==> src/rtl/anti_theft_sequencer.sv <==
// Car anti-theft main sequencer: selects the active timer interval, runs a 1 Hz
// countdown loaded from the parameter bank, and drives siren and status LED.
module anti_theft_sequencer #(
  parameter int unsigned TIMER_W = 4
) (
  input  logic               clk,
  input  logic               reset,
  input  logic               one_hz_enable,
  input  logic               ignition,
  input  logic               driver_door,
  input  logic               passenger_door,
  input  logic               reprogram,
  input  logic [TIMER_W-1:0] timer_value,
  output logic [1:0]         timer_interval,
  output logic [TIMER_W-1:0] time_left,
  output logic               siren,
  output logic               status_indicator,
  output logic [2:0]         fsm_state
);

  localparam logic [2:0] ST_ARMED      = 3'b000;
  localparam logic [2:0] ST_TRIGGERED  = 3'b001;
  localparam logic [2:0] ST_ALARM      = 3'b010;
  localparam logic [2:0] ST_DISARMED   = 3'b011;
  localparam logic [2:0] ST_WAIT_OPEN  = 3'b100;
  localparam logic [2:0] ST_WAIT_CLOSE = 3'b101;
  localparam logic [2:0] ST_ARM_WAIT   = 3'b110;

  localparam logic [1:0] IV_ARM       = 2'b00;
  localparam logic [1:0] IV_DRIVER    = 2'b01;
  localparam logic [1:0] IV_PASSENGER = 2'b10;
  localparam logic [1:0] IV_ALARM_ON  = 2'b11;

  logic [2:0] state, state_next;
  logic [1:0] interval_next;
  logic       load_pending, load_next;
  logic       siren_next, led_next;
  logic       clear_count;
  logic       expired;
  logic       any_door;

  assign expired  = (time_left == '0) && !load_pending;
  assign any_door = driver_door || passenger_door;

  // Next-state, interval select and registered-output values
  always_comb begin
    state_next    = state;
    interval_next = timer_interval;
    load_next     = 1'b0;
    clear_count   = 1'b0;
    siren_next    = 1'b0;
    led_next      = 1'b0;
    if (reprogram) begin
      state_next    = ST_ARMED;
      interval_next = IV_ARM;
      clear_count   = 1'b1;
    end else begin
      case (state)
        ST_ARMED: begin
          if (driver_door) begin
            state_next    = ST_TRIGGERED;
            interval_next = IV_DRIVER;
            load_next     = 1'b1;
          end else if (passenger_door) begin
            state_next    = ST_TRIGGERED;
            interval_next = IV_PASSENGER;
            load_next     = 1'b1;
          end
        end
        ST_TRIGGERED: begin
          if (ignition) begin
            state_next = ST_DISARMED;
          end else if (expired) begin
            state_next    = ST_ALARM;
            interval_next = IV_ALARM_ON;
            load_next     = 1'b1;
          end
        end
        ST_ALARM: begin
          // An open door keeps the alarm count parked at its full length
          if (ignition) begin
            state_next = ST_DISARMED;
          end else if (any_door) begin
            load_next = 1'b1;
          end else if (expired) begin
            state_next    = ST_ARMED;
            interval_next = IV_ARM;
          end
        end
        ST_DISARMED: begin
          if (!ignition) state_next = ST_WAIT_OPEN;
        end
        ST_WAIT_OPEN: begin
          if (ignition)         state_next = ST_DISARMED;
          else if (driver_door) state_next = ST_WAIT_CLOSE;
        end
        ST_WAIT_CLOSE: begin
          if (ignition) begin
            state_next = ST_DISARMED;
          end else if (!any_door) begin
            state_next    = ST_ARM_WAIT;
            interval_next = IV_ARM;
            load_next     = 1'b1;
          end
        end
        ST_ARM_WAIT: begin
          if (ignition)      state_next = ST_DISARMED;
          else if (any_door) state_next = ST_WAIT_CLOSE;
          else if (expired)  state_next = ST_ARMED;
        end
        default: begin
          state_next    = ST_ARMED;
          interval_next = IV_ARM;
        end
      endcase
    end

    siren_next = (state_next == ST_ALARM);
    case (state_next)
      ST_TRIGGERED, ST_ALARM: led_next = 1'b1;
      // Blink only while staying armed; entering ARMED restarts the phase at 0
      ST_ARMED: led_next = (state == ST_ARMED && !reprogram) ?
                           (status_indicator ^ one_hz_enable) : 1'b0;
      default:  led_next = 1'b0;
    endcase
  end

  // State and registered outputs
  always_ff @(posedge clk) begin
    if (reset) begin
      state            <= ST_ARMED;
      timer_interval   <= IV_ARM;
      siren            <= 1'b0;
      status_indicator <= 1'b0;
      load_pending     <= 1'b0;
    end else begin
      state            <= state_next;
      timer_interval   <= interval_next;
      siren            <= siren_next;
      status_indicator <= led_next;
      load_pending     <= load_next;
    end
  end

  // Countdown: a pending load wins over a tick; saturates at zero
  always_ff @(posedge clk) begin
    if (reset || clear_count) begin
      time_left <= '0;
    end else if (load_pending) begin
      time_left <= timer_value;
    end else if (one_hz_enable && time_left != '0) begin
      time_left <= time_left - TIMER_W'(1);
    end
  end

  assign fsm_state = state;

endmodule

==> config.mk <==
export PLATFORM = sky130hd
export DESIGN_NAME = anti_theft_sequencer
export DESIGN_NICKNAME = d
export VERILOG_FILES = /design/src/rtl/anti_theft_sequencer.sv
export SDC_FILE = /design/constraint.sdc
export NUM_CORES = 1
export LEC_CHECK = 0
export BUFFER_PORTS_ARGS = -buffer_cell sky130_fd_sc_hd__buf_2
export CORE_ASPECT_RATIO = 0.9
export CORE_MARGIN = 1
export CORE_UTILIZATION = 40
export CTS_BUF_LIST = sky130_fd_sc_hd__clkbuf_2 sky130_fd_sc_hd__clkbuf_4 sky130_fd_sc_hd__clkbuf_8
export CTS_CLUSTER_DIAMETER = 30
export DETAILED_ROUTE_END_ITERATION = 8
export RECOVER_POWER = 50
export SETUP_SLACK_MARGIN = 0.15
export SYNTH_ARGS = -nofsm -noshare
export SYNTH_HDL_FRONTEND = slang
export SYNTH_SLANG_ARGS = --single-unit
==> constraint.sdc <==
create_clock -name clk -period 3.6 [get_ports clk]
set_input_delay 1.08 -clock clk [delete_from_list [all_inputs] [get_ports clk]]
set_output_delay 1.08 -clock clk [all_outputs]
set_load 0.05 [all_outputs]
==> results.txt <==
- Result of the run: finished, final reports clean
- Syn nets: 123
* Clock buffer depth: 2
* Fraction of final layout cells with drive strength greater than 1: approximately 23%
- Maximum resistive drop on vdd: between 200 and 250 uV
* Total grt overflow: 0
* LEAKAGE: 0.391 nW
* Cells after synthesis: 110
- Max_cap viols: 0
- In this run, CTS created clock tree buffers numbering 3.
- Wires add up to 1910 microns.
- Detailed-route DRC error count: 0
* Mux contribution to synthesized area: between 4 and 5%
- Data required time of the worst path: 3.81 ns
- Highest cell delay on the worst timing path: roughly 0.87 ns
- Hold path cells: 2
* Post-synthesis area per instance: 7.71 sq um
* Critical Path AT: 2.78 ns
- Post-synthesis instance area: 848 sq um
- Final hold analysis gives a worst-case slack of 0.458 ns.
* Initial cell density of the core: 43.5%
- Share of the synthesized area in compound gates (AO/OA/AOI/OAI): about a quarter
- Launching element type of the critical path: flop
* Area growth from synthesis to final layout: 14.3%
* Max frequency: 389 MHz
- The final layout contains 141 nets.
* Residual antenna-violating net count after detailed routing: 0
- The number of cells on the worst reg-to-reg path is 7.
* Count of yosys warnings during synthesis: 0
- The floorplan has 15 rows.
- Startpoint of the worst register-to-register path: time_left[1]
- The signal on the critical path passes through inv_1 -> ha_1 -> nor4b_1 -> mux2i_1 -> o221a_1 -> a2111o_1 -> a211oi_2.
- The path class of the tightest hold or removal check is reg -> reg.
- Antenna violations before repair: 0
- For this block, the initial DRC count from the detailed router was 32.
- The die is roughly 46 microns tall.
- Setup slack on the worst reg-to-reg path comes out at 1.03 ns.
- The wire-length estimate of the detail-placed layout is 1390 microns.
* Number of top-level pins: 22
- Setup repair after global routing left no endpoint under its margin.
- Clock transition at the registers of the reported paths: 0.07 ns
- Sequential cell area fraction in the yosys report: 28.3%
- Share of the clock period used by the worst path: between 70% and 80%
- Setup TNS Final: 0 ns
- Die boundary width: 50.5 microns
- Between clock sinks in the finished design, the worst skew comes to between 0.003 and 0.004 ns.
- By area the synthesized netlist is led by sky130_fd_sc_hd__dfxtp_1, sky130_fd_sc_hd__nor2_1, sky130_fd_sc_hd__mux2i_1.
- On the critical path, the stage with the largest delay is an instance of sky130_fd_sc_hd__nor4b_1.
- Clock tree synthesis selected as its root buffer the cell sky130_fd_sc_hd__clkbuf_4.
- Sum of buffers and inverters on the critical path: 1
* Minimum clock period after layout: 2.57 ns
- The layout has around 200 filler cells.
- Hold Path Origin: timer_interval[0]
* Synth Area in XOR/XNOR: 3.10%
- First-pass iteration count of the detailed router: 4
- CP Class: reg -> reg
- Entering global routing, the biggest net connects 18 pins.
- Cell area power density: 370 nW/um^2
- Setup violations remaining at the end of the flow were counted as 0.
- Via count normalized by instance count: 5.39
- By area, the combinational part of the netlist is dominated by simple AND/OR/NAND/NOR gates.
- After floorplanning, the core was sized to cover about 2000 sq um.
* Count of vias placed by the detailed router: 820
* Destination of the worst hold path: timer_interval[0]
- Quantity of gates resized following cts: 0
- In the final routed layout, each cell accounts on average for around 13 microns.
- Along the worst path, the maximum fanout reaches 7.
- Adder-Cell Fraction of Synth Area: 2.95%
- Tracing the worst setup path back leads to its startpoint at time_left[1].
- STA classifies the critical path endpoint as a flop.
- Headroom to the max-slew limit: between 20% and 30%
- Library cell occupying the most area in the post-synthesis netlist: sky130_fd_sc_hd__dfxtp_1
- Port buffering added 21 buffers.
- Clk_lat worst skew: 0.28 ns
* End of the worst register-to-register path: status_indicator
- Global-route wire length before repair: 3170 microns
- Area share of the largest cell type after synthesis: 28.3%
* Number of sinks handled by clock tree synthesis: 12
- Final-report max-slew violation count: 0
- The synthesized design contains 12 register bits.
- DIE AREA: 2310 sq um
- The repair_antennas step left the layout with diodes totalling 0.
- Area post-placement: 951 sq um
- After clock tree synthesis, the setup repair step added 0 buffers.
- CTS built an H-tree with a depth of 1.
- Across every metal layer, demand over resource in global routing totals about a fifth.
- Number of different library cells in the post-synthesis netlist: 39
* Via count of the first global-routing pass: between 700 and 800
- The count of endpoints failing hold in the final timing report came to 0.
* Hold buffer count at cts: 0
- Transition time at the pin with the least slew margin: 1.09 ns
- Of the total synthesized cell area, the portion taken by AND, OR, NAND and NOR gates is 31.1%.
- The kind of cell with the highest combined delay along the critical path is simple AND/OR/NAND/NOR gates.
* Final Wtd Congestion: 0.794
- CTS tree: built
- Summing all non-filler instances in the final layout gives an area of 970 sq um.
synth_stat cells:
cell type / count
sky130_fd_sc_hd__a2111o_1: 1
sky130_fd_sc_hd__a211o_1: 1
sky130_fd_sc_hd__a211oi_1: 3
sky130_fd_sc_hd__a211oi_2: 1
sky130_fd_sc_hd__a21oi_1: 7
sky130_fd_sc_hd__a221oi_1: 2
sky130_fd_sc_hd__a22oi_1: 1
sky130_fd_sc_hd__and4_2: 1
sky130_fd_sc_hd__buf_4: 1
sky130_fd_sc_hd__clkbuf_1: 7
sky130_fd_sc_hd__dfxtp_1: 12
sky130_fd_sc_hd__ha_1: 2
sky130_fd_sc_hd__inv_1: 5
sky130_fd_sc_hd__mux2i_1: 4
sky130_fd_sc_hd__nand2_1: 9
sky130_fd_sc_hd__nand2b_1: 3
sky130_fd_sc_hd__nand3_1: 2
sky130_fd_sc_hd__nand3b_1: 1
sky130_fd_sc_hd__nand4_1: 1
sky130_fd_sc_hd__nor2_1: 14
sky130_fd_sc_hd__nor2b_1: 1
sky130_fd_sc_hd__nor3_1: 7
sky130_fd_sc_hd__nor3b_1: 1
sky130_fd_sc_hd__nor4_1: 1
sky130_fd_sc_hd__nor4b_1: 1
sky130_fd_sc_hd__nor4b_4: 1
sky130_fd_sc_hd__o211a_1: 1
sky130_fd_sc_hd__o21ai_0: 5
sky130_fd_sc_hd__o21ba_2: 1
sky130_fd_sc_hd__o221a_1: 1
sky130_fd_sc_hd__o22a_1: 1
sky130_fd_sc_hd__o22ai_1: 2
sky130_fd_sc_hd__o31ai_1: 1
sky130_fd_sc_hd__or2_2: 1
sky130_fd_sc_hd__or3_1: 2
sky130_fd_sc_hd__or4_2: 1
sky130_fd_sc_hd__or4b_2: 1
sky130_fd_sc_hd__xnor2_1: 2
sky130_fd_sc_hd__xor2_1: 1
flip-flops by register name, summed over array words and instances (netlist names):
signal and cells:
fsm_state 3, load_pending 1, siren 1, status_indicator 1
time_left 4, timer_interval 2
tightest hold or removal path, delay by kind of cell (launching register included):
| family | cells | cell delay, ns |
|---|---|---|
| compound gates | 1 | 0.05 |
| flops | 1 | 0.31 |
| simple gates | 1 | 0.05 |
cells by family after synthesis:
group,Yosys count
simple gates,48
buf+inv,13
flops,12
compound gates,28
xor+xnor,3
fa+ha+maj,2
mux,4
final cells by class:
class	instances	area (sq um)	area share (%)
Tap cell	25	31.3	3.23
Clock buffer	4	36.3	3.74
Sequential cell	12	240	24.8
Timing Repair Buffer	21	103	10.6
Multi-Input combinational cell	85	541	55.7
Inverter	5	18.8	1.94
per-stage QoR:
stage	total power, mW	worst slack (ns)	utilization (%)	cells
final	0.359	1.03	49.7	152
after detailed placement	0.259	1.09	48.7	148
after global routing	0.384	0.858	49.7	152
after floorplan	0.235	1.09	-	110
after global placement	0.259	1.11	48.7	148
after CTS	0.369	1.16	50.6	152
placed cells by master, fill, tap and decap left out, drive strengths merged, types with 2 or more instances in the layout:
cell type	count
inv	5
dfxtp	12
a21oi	7
nor4b	2
a211oi	4
mux2i	4
clkbuf	6
nand2b	3
nand3	2
buf	19
ha	2
nor2	14
nor3	7
o21ai	5
xnor2	2
o22ai	2
nand2	9
a221oi	2
or3	2
metal layers:
metal | up-vias | part of all wire, % | GRT usage, %
li1 | 431 | - | -
met5 | - | 0 | 0
met4 | 0 | 0.68 | 7.78
met1 | 359 | 50 | 23.1
met2 | 28 | 44 | 30.4
met3 | 2 | 5.5 | 7.00
where the power goes:
part,internal [mW],total (mW),switching [mW]
Sequential,0.140,0.150,0.0107
Clock,0.0616,0.107,0.0452
Combinational,0.0379,0.102,0.0641
Total,0.239,0.359,0.120
worst max-delay path by stage:
stage	end	slack, ns	depth (start not counted)
6_report	status_indicator	1.03	7
5_1_grt	status_indicator	0.86	7
4_1_cts	fsm_state[2]	1.16	1
3_5_place_dp	status_indicator	1.09	6
3_3_place_gp	status_indicator	1.11	6
2_1_floorplan	status_indicator	1.09	6
(Power assumes the default switching activity.)
